$ cat config.mk
export PLATFORM = sky130hd
export DESIGN_NAME = dmem_arbiter
export DESIGN_NICKNAME = d
export VERILOG_FILES = /design/src/rtl/dmem_arbiter.sv
export SDC_FILE = /design/constraint.sdc
export NUM_CORES = 1
export LEC_CHECK = 0
export CORE_AREA = 2 2 118 120
export DETAILED_ROUTE_END_ITERATION = 8
export DIE_AREA = 0 0 120 122
export GPL_TIMING_DRIVEN = 1
export PLACE_DENSITY_LB_ADDON = 0.3
export SETUP_SLACK_MARGIN = 0.1
export SLEW_MARGIN = 20
export SYNTH_ARGS = -nofsm -noshare
export SYNTH_HDL_FRONTEND = slang
export SYNTH_SLANG_ARGS = --single-unit
$ cat constraint.sdc
create_clock -name clk -period 5.4 [get_ports clk]
set_clock_uncertainty 0.15 [all_clocks]
set_input_delay 1.08 -clock clk [delete_from_list [all_inputs] [get_ports clk]]
set_output_delay 1.08 -clock clk [all_outputs]
set_load 0.02 [all_outputs]
$ cat src/rtl/dmem_arbiter.sv
// dmem_arbiter
// Shares the single data memory between the pipeline MEM stage (core port)
// and a debug/loader port (dbg port).
//
// The core has default priority. A starvation counter forces a pending debug
// request through after it has lost STARVE_MAX consecutive cycles. Memory read
// data arrives one cycle after the strobe, so the owner of each read is
// registered and the returning data is steered to that requester.
//
// Optional build macro: DMEM_ARB_HALT_EN adds input dbg_halt. While it is high
// the core is never granted, and debug wins whenever it has an eligible request.
//
// Ports:
//   clk, rst         clock (rising edge), synchronous active-high reset
//   core_*           MEM stage request in; core_stall, core_rvalid, core_rdata out
//   dbg_*            debug request in (held until dbg_ack); dbg_ack, dbg_rdata out
//   mem_*            memory strobe/address/data/mask out; mem_rdata in (1-cycle latency)
//   dbg_halt         (DMEM_ARB_HALT_EN only) freeze core, debug owns the memory
module dmem_arbiter #(
    parameter int ADDR_W     = 32,
    parameter int DATA_W     = 32,
    parameter int STARVE_MAX = 4
) (
    input  logic                clk,
    input  logic                rst,
`ifdef DMEM_ARB_HALT_EN
    input  logic                dbg_halt,
`endif
    input  logic                core_req,
    input  logic                core_we,
    input  logic [ADDR_W-1:0]   core_addr,
    input  logic [DATA_W-1:0]   core_wdata,
    input  logic [DATA_W/8-1:0] core_mask,
    output logic                core_stall,
    output logic                core_rvalid,
    output logic [DATA_W-1:0]   core_rdata,
    input  logic                dbg_req,
    input  logic                dbg_we,
    input  logic [ADDR_W-1:0]   dbg_addr,
    input  logic [DATA_W-1:0]   dbg_wdata,
    output logic                dbg_ack,
    output logic [DATA_W-1:0]   dbg_rdata,
    output logic                mem_en,
    output logic                mem_we,
    output logic [ADDR_W-1:0]   mem_addr,
    output logic [DATA_W-1:0]   mem_wdata,
    output logic [DATA_W/8-1:0] mem_mask,
    input  logic [DATA_W-1:0]   mem_rdata
);

    localparam int MASK_W = DATA_W / 8;

    // Doubles as the winner encoding and the read-owner encoding.
    typedef enum logic [1:0] {
        OWN_NONE = 2'd0,
        OWN_CORE = 2'd1,
        OWN_DBG  = 2'd2
    } own_t;

    own_t              win;
    own_t              rd_own, rd_own_nxt;
    logic              dbg_busy, dbg_busy_nxt;
    logic              ack_pend, ack_pend_nxt;
    logic [3:0]        starve_cnt, starve_nxt;
    logic [DATA_W-1:0] core_rdata_q, dbg_rdata_q;
    logic              halt;
    logic              dbg_elig;
    logic              starved;

`ifdef DMEM_ARB_HALT_EN
    assign halt = dbg_halt;
`else
    assign halt = 1'b0;
`endif

    // dbg_busy blocks a still-high dbg_req from issuing again before its ack.
    assign dbg_elig = dbg_req && !dbg_busy;
    assign starved  = (starve_cnt == 4'(STARVE_MAX));

    // Grant. Nothing is granted while reset is held so no access leaks out.
    always_comb begin
        win = OWN_NONE;
        if (rst) begin
            win = OWN_NONE;
        end else if (halt) begin
            if (dbg_elig) win = OWN_DBG;
        end else if (dbg_elig && starved) begin
            win = OWN_DBG;
        end else if (core_req) begin
            win = OWN_CORE;
        end else if (dbg_elig) begin
            win = OWN_DBG;
        end
    end

    // Memory mux. Debug accesses are always full-word.
    always_comb begin
        mem_en    = 1'b0;
        mem_we    = 1'b0;
        mem_addr  = core_addr;
        mem_wdata = core_wdata;
        mem_mask  = core_mask;
        if (win == OWN_CORE) begin
            mem_en = 1'b1;
            mem_we = core_we;
        end else if (win == OWN_DBG) begin
            mem_en    = 1'b1;
            mem_we    = dbg_we;
            mem_addr  = dbg_addr;
            mem_wdata = dbg_wdata;
            mem_mask  = {MASK_W{1'b1}};
        end
    end

    assign core_stall = core_req && (win != OWN_CORE);

    // Next-state for the tracking registers.
    always_comb begin
        rd_own_nxt   = OWN_NONE;
        ack_pend_nxt = (win == OWN_DBG);
        dbg_busy_nxt = dbg_busy;
        starve_nxt   = starve_cnt;

        if (win == OWN_CORE && !core_we) rd_own_nxt = OWN_CORE;
        if (win == OWN_DBG  && !dbg_we)  rd_own_nxt = OWN_DBG;

        if (win == OWN_DBG)  dbg_busy_nxt = 1'b1;
        else if (dbg_ack)    dbg_busy_nxt = 1'b0;

        if (halt || !dbg_req || win == OWN_DBG)
            starve_nxt = 4'd0;
        else if (!dbg_busy && starve_cnt < 4'(STARVE_MAX))
            starve_nxt = starve_cnt + 4'd1;
    end

    always_ff @(posedge clk) begin
        if (rst) begin
            rd_own       <= OWN_NONE;
            ack_pend     <= 1'b0;
            dbg_busy     <= 1'b0;
            starve_cnt   <= 4'd0;
            core_rdata_q <= '0;
            dbg_rdata_q  <= '0;
        end else begin
            rd_own     <= rd_own_nxt;
            ack_pend   <= ack_pend_nxt;
            dbg_busy   <= dbg_busy_nxt;
            starve_cnt <= starve_nxt;
            // Keep the last returned word so rdata holds between returns
            // (debug writes ack with the previous read value).
            if (rd_own == OWN_CORE) core_rdata_q <= mem_rdata;
            if (rd_own == OWN_DBG)  dbg_rdata_q  <= mem_rdata;
        end
    end

    // Returns are decoded from registered owner state; memory data arrives in
    // this same cycle, so it is forwarded straight through. A reset in the
    // return cycle discards the return.
    assign core_rvalid = (rd_own == OWN_CORE) && !rst;
    assign core_rdata  = core_rvalid ? mem_rdata : core_rdata_q;
    assign dbg_ack     = ack_pend && !rst;
    assign dbg_rdata   = ((rd_own == OWN_DBG) && !rst) ? mem_rdata : dbg_rdata_q;

endmodule

==> impl_results.md <==
- Number of port buffers: 306
- Post-CTS Setup Repair Bufs: 0
- Total half-perimeter wirelength after legalization and detailed placement: 17.8 mm
- Cell type of the slowest stage on the worst timing path: sky130_fd_sc_hd__clkdlybuf4s50_1
- Clock tree buffer depth: 2
- Number of setup violations in the final report: 0
- YS warnings: 0
- Hold Path Class: flip-flop to flip-flop
- Cell with the most instances on the worst path: sky130_fd_sc_hd__clkdlybuf4s50_1
- Worst IR Drop VDD: 0.150 mV
- Average vias per placed instance: 5.29
- Global-route wire length before repair: 31.6 mm
- Root Buffer: sky130_fd_sc_hd__clkbuf_16
- Synthesized flop and latch total: 72
- Overall die area: 14600 um2
- Antenna-violating nets left: 0
- Proportion of synthesized chip area in sequential cells: between 30% and 40%
- Count of unique library cells instantiated by Yosys: 31
- Worst endpoint required time: 4170 ps
- Most common cell after layout, fill and taps aside: sky130_fd_sc_hd__clkdlybuf4s50_1
- # hold bufs at CTS: 0
- Largest area contributor in the synthesized netlist: sky130_fd_sc_hd__dfxtp_1
- Detailed-route wire length: 22.3 mm
- Net switching fraction of the power: 26.7%
- GP Congestion: 0.919
- Fin area: 8070 um2
- Leakage: around 2.8 nW
- Area share of the leading cell type in the synthesized netlist: 30.8%
- Worst slack at placement: just over 300 ps
- Sinks on Clock Net: 72
- Sort of element at the start of the critical path: input pin
- Number of buffers created by CTS: 9
- Routed wire per std cell: 23.3 um
- Number of iterations in the first detailed-routing pass: 5
- Cell types occupying the most area after synthesis: sky130_fd_sc_hd__dfxtp_1 (31%), sky130_fd_sc_hd__mux2_2 (15%), sky130_fd_sc_hd__nand4bb_1 (15%), sky130_fd_sc_hd__o31ai_1 (8.7%), sky130_fd_sc_hd__o21ai_0 (6.7%)
- Switching Power: roughly 0.43 mW
- Clock latency at the later pin of the worst-skew pair: 330 ps
- Synthesized Nets: 663
- CP Data Arrival Time: 3920 ps
- Worst reg2reg path startpoint: rd_own[1]
- Worst Hold Launch: core_rdata_q[6]
- Average instance area after synthesis: 9.58 um2
- Combinational cell fraction of total power: 26.4%
- Number of levels in the clock H-tree: 3
- Count of mapped cells out of synthesis: 488
- WS Path Type: input pin to output port
- Layout cells sized above 1: 14.3%
- Nets: 938
- Maximum capacitance violations: 0
- IO Pins: 307
- Power density cells: 200 nW/um2
- Fin crit period: 5150 ps
- Measured slew at the worst slew-check pin: 1040 ps
- Post-layout worst setup margin: approximately 250 ps
- Pin count of the biggest net entering global routing: between 70 and 80
- Hold violation count in the final report: 0
- DIE WIDTH: 120 um
- Part of the total power dissipated in sequential elements: 33.6%
- Commonest cells after routing, fill and taps aside: sky130_fd_sc_hd__clkdlybuf4s50_1 (305), sky130_fd_sc_hd__dfxtp_1 (70), sky130_fd_sc_hd__inv_1 (67)
- Final Max Slew Viols: 0
- Top fanout value on the critical path: 65
- Vias after detailed routing: between 5k and 6k
- RSZ-0062 raised after global routing: false
- Area of the mapped netlist: 4670 um2
- Number of antenna violations at the first check in global routing: 14
- Clock network fraction of total power: 40.0%
- TritonCTS clock tree: yes
- Worst stage delay on the critical path: 570 ps
- Worst rel slew slack: a little under a third
- Growth of design area from synthesis to finish: 72.7%
- Outcome: completed
- Y dimension of the die: 122 um
- Period utilization: about 95%
- Number of global-route vias before repair: 5018
- Nature of the critical path endpoint: output port
- Global-route congestion overflow total: 0
- Post-CTS resize count: 0
- Pint: 1.18 mW
- Initial cell density of the core: between 30% and 40%
- Core area: approximately 14000 um2
- Fmax: 194 MHz
- Total Neg Setup Slack: 0 ps
- Clock slew at reported path FFs: 60 ps
- Placed cell area: 7730 um2
- Critical path, cell by cell: clkdlybuf4s50_1 -> nand2b_1 -> a211oi_1 -> ha_1 -> nor2b_4 -> buf_12 -> mux2_2 -> clkdlybuf4s50_1
- Row Count: 43
- Combined global-route utilization of all metal layers: between 20 and 30%
- Drt initial violations: around 350
- Remaining design rule violation count: 0
- Filler instances: 1172
- Start point of the critical path: dbg_req
-- per-stage QoR --
step           hold slack [ps]  util (%)  instances  power (mW)
6_report                   316      59.8        957        1.62
2_1_floorplan              286         -        488       0.724
3_3_place_gp               303      57.2        932       0.975
4_1_cts                    319      59.6        948        1.62
3_5_place_dp               306      57.2        932       0.977
5_1_grt                    334      59.6        948        1.67
-- cell usage after synthesis (all sizes together) --
| library cell | instances |
|---|---|
| dfxtp | 72 |
| mux2 | 64 |
| o31ai | 66 |
| o21ai | 66 |
| nand2b | 6 |
| nor2b | 9 |
| a22o | 1 |
| a211o | 1 |
| or4b | 1 |
| and2 | 1 |
| or4 | 1 |
| a21oi | 3 |
| ha | 5 |
| nand3b | 1 |
| nor4b | 1 |
| buf | 32 |
| a211oi | 1 |
| nor3b | 4 |
| clkbuf | 18 |
| or3b | 2 |
| o21a | 2 |
| nand4bb | 64 |
| inv | 67 |
-- worst max-delay path: cells and delay by family --
| kind | cells | cell delay, ps |
|---|---|---|
| AOI/OAI and AO/OA | 1 | 370 |
| adders and majority gates | 1 | 290 |
| buffers and inverters | 3 | 1390 |
| muxes | 1 | 460 |
| and+or+nand+nor | 2 | 300 |
-- registers in the layout (all words and copies together) (netlist names) --
register and count:
dbg_busy 1, dbg_rdata_q 32, rd_own 2, core_rdata_q 32
starve_cnt 4, ack_pend 1
-- power groups by stage --
stage               combinational [mW]  clock, mW  sequential [mW]
detailed placement               0.422          0            0.555
global placement                 0.421          0            0.554
floorplan                        0.170          0            0.554
finish                           0.426      0.647            0.543
global route                     0.444      0.678            0.543
CTS                              0.426      0.656            0.543
-- layout make-up --
class / count / area [um2] / share of cell area [%]
multi-input cells: 299 / 2670 / 33.1
diodes: 9 / 22.5 / 0.279
repair buffers: 314 / 3130 / 38.8
inverters: 67 / 251 / 3.12
clock buffers: 9 / 225 / 2.79
flip-flops and latches: 72 / 1440 / 17.9
well taps: 180 / 225 / 2.79
clock inverters: 7 / 96.3 / 1.19
-- kinds of logic (layout without fill, tap and decap cells) --
family	count (synthesis)	count (layout)	synth area share (%)
AND/OR/NAND/NOR	90	90	19.8
other	0	9	0
multiplexers	64	64	15.4
flip-flops	72	72	30.8
adder cells (fa/ha/maj)	5	5	1.34
AO/OA/AOI/OAI	140	140	20.1
buffers and inverters	117	397	12.5
-- metal layers --
metal	vias to the layer above	track usage [%]	routed length (um)
met3	39	16.5	3070
met4	8	7.94	501
met5	-	0	49
met2	249	46.8	10200
li1	2343	-	-
met1	2420	33.8	8490
-- final timing paths --
kind | endpoint | slack, ps | cells past startpoint
setup / recovery | mem_addr[28] | 250 | 8
hold / removal | core_rdata_q[6] | 320 | 2
setup reg to reg | dbg_rdata_q[17] | 3040 | 4
hold reg to reg | core_rdata_q[6] | 320 | 2
Power figures use the tool's default switching activity.
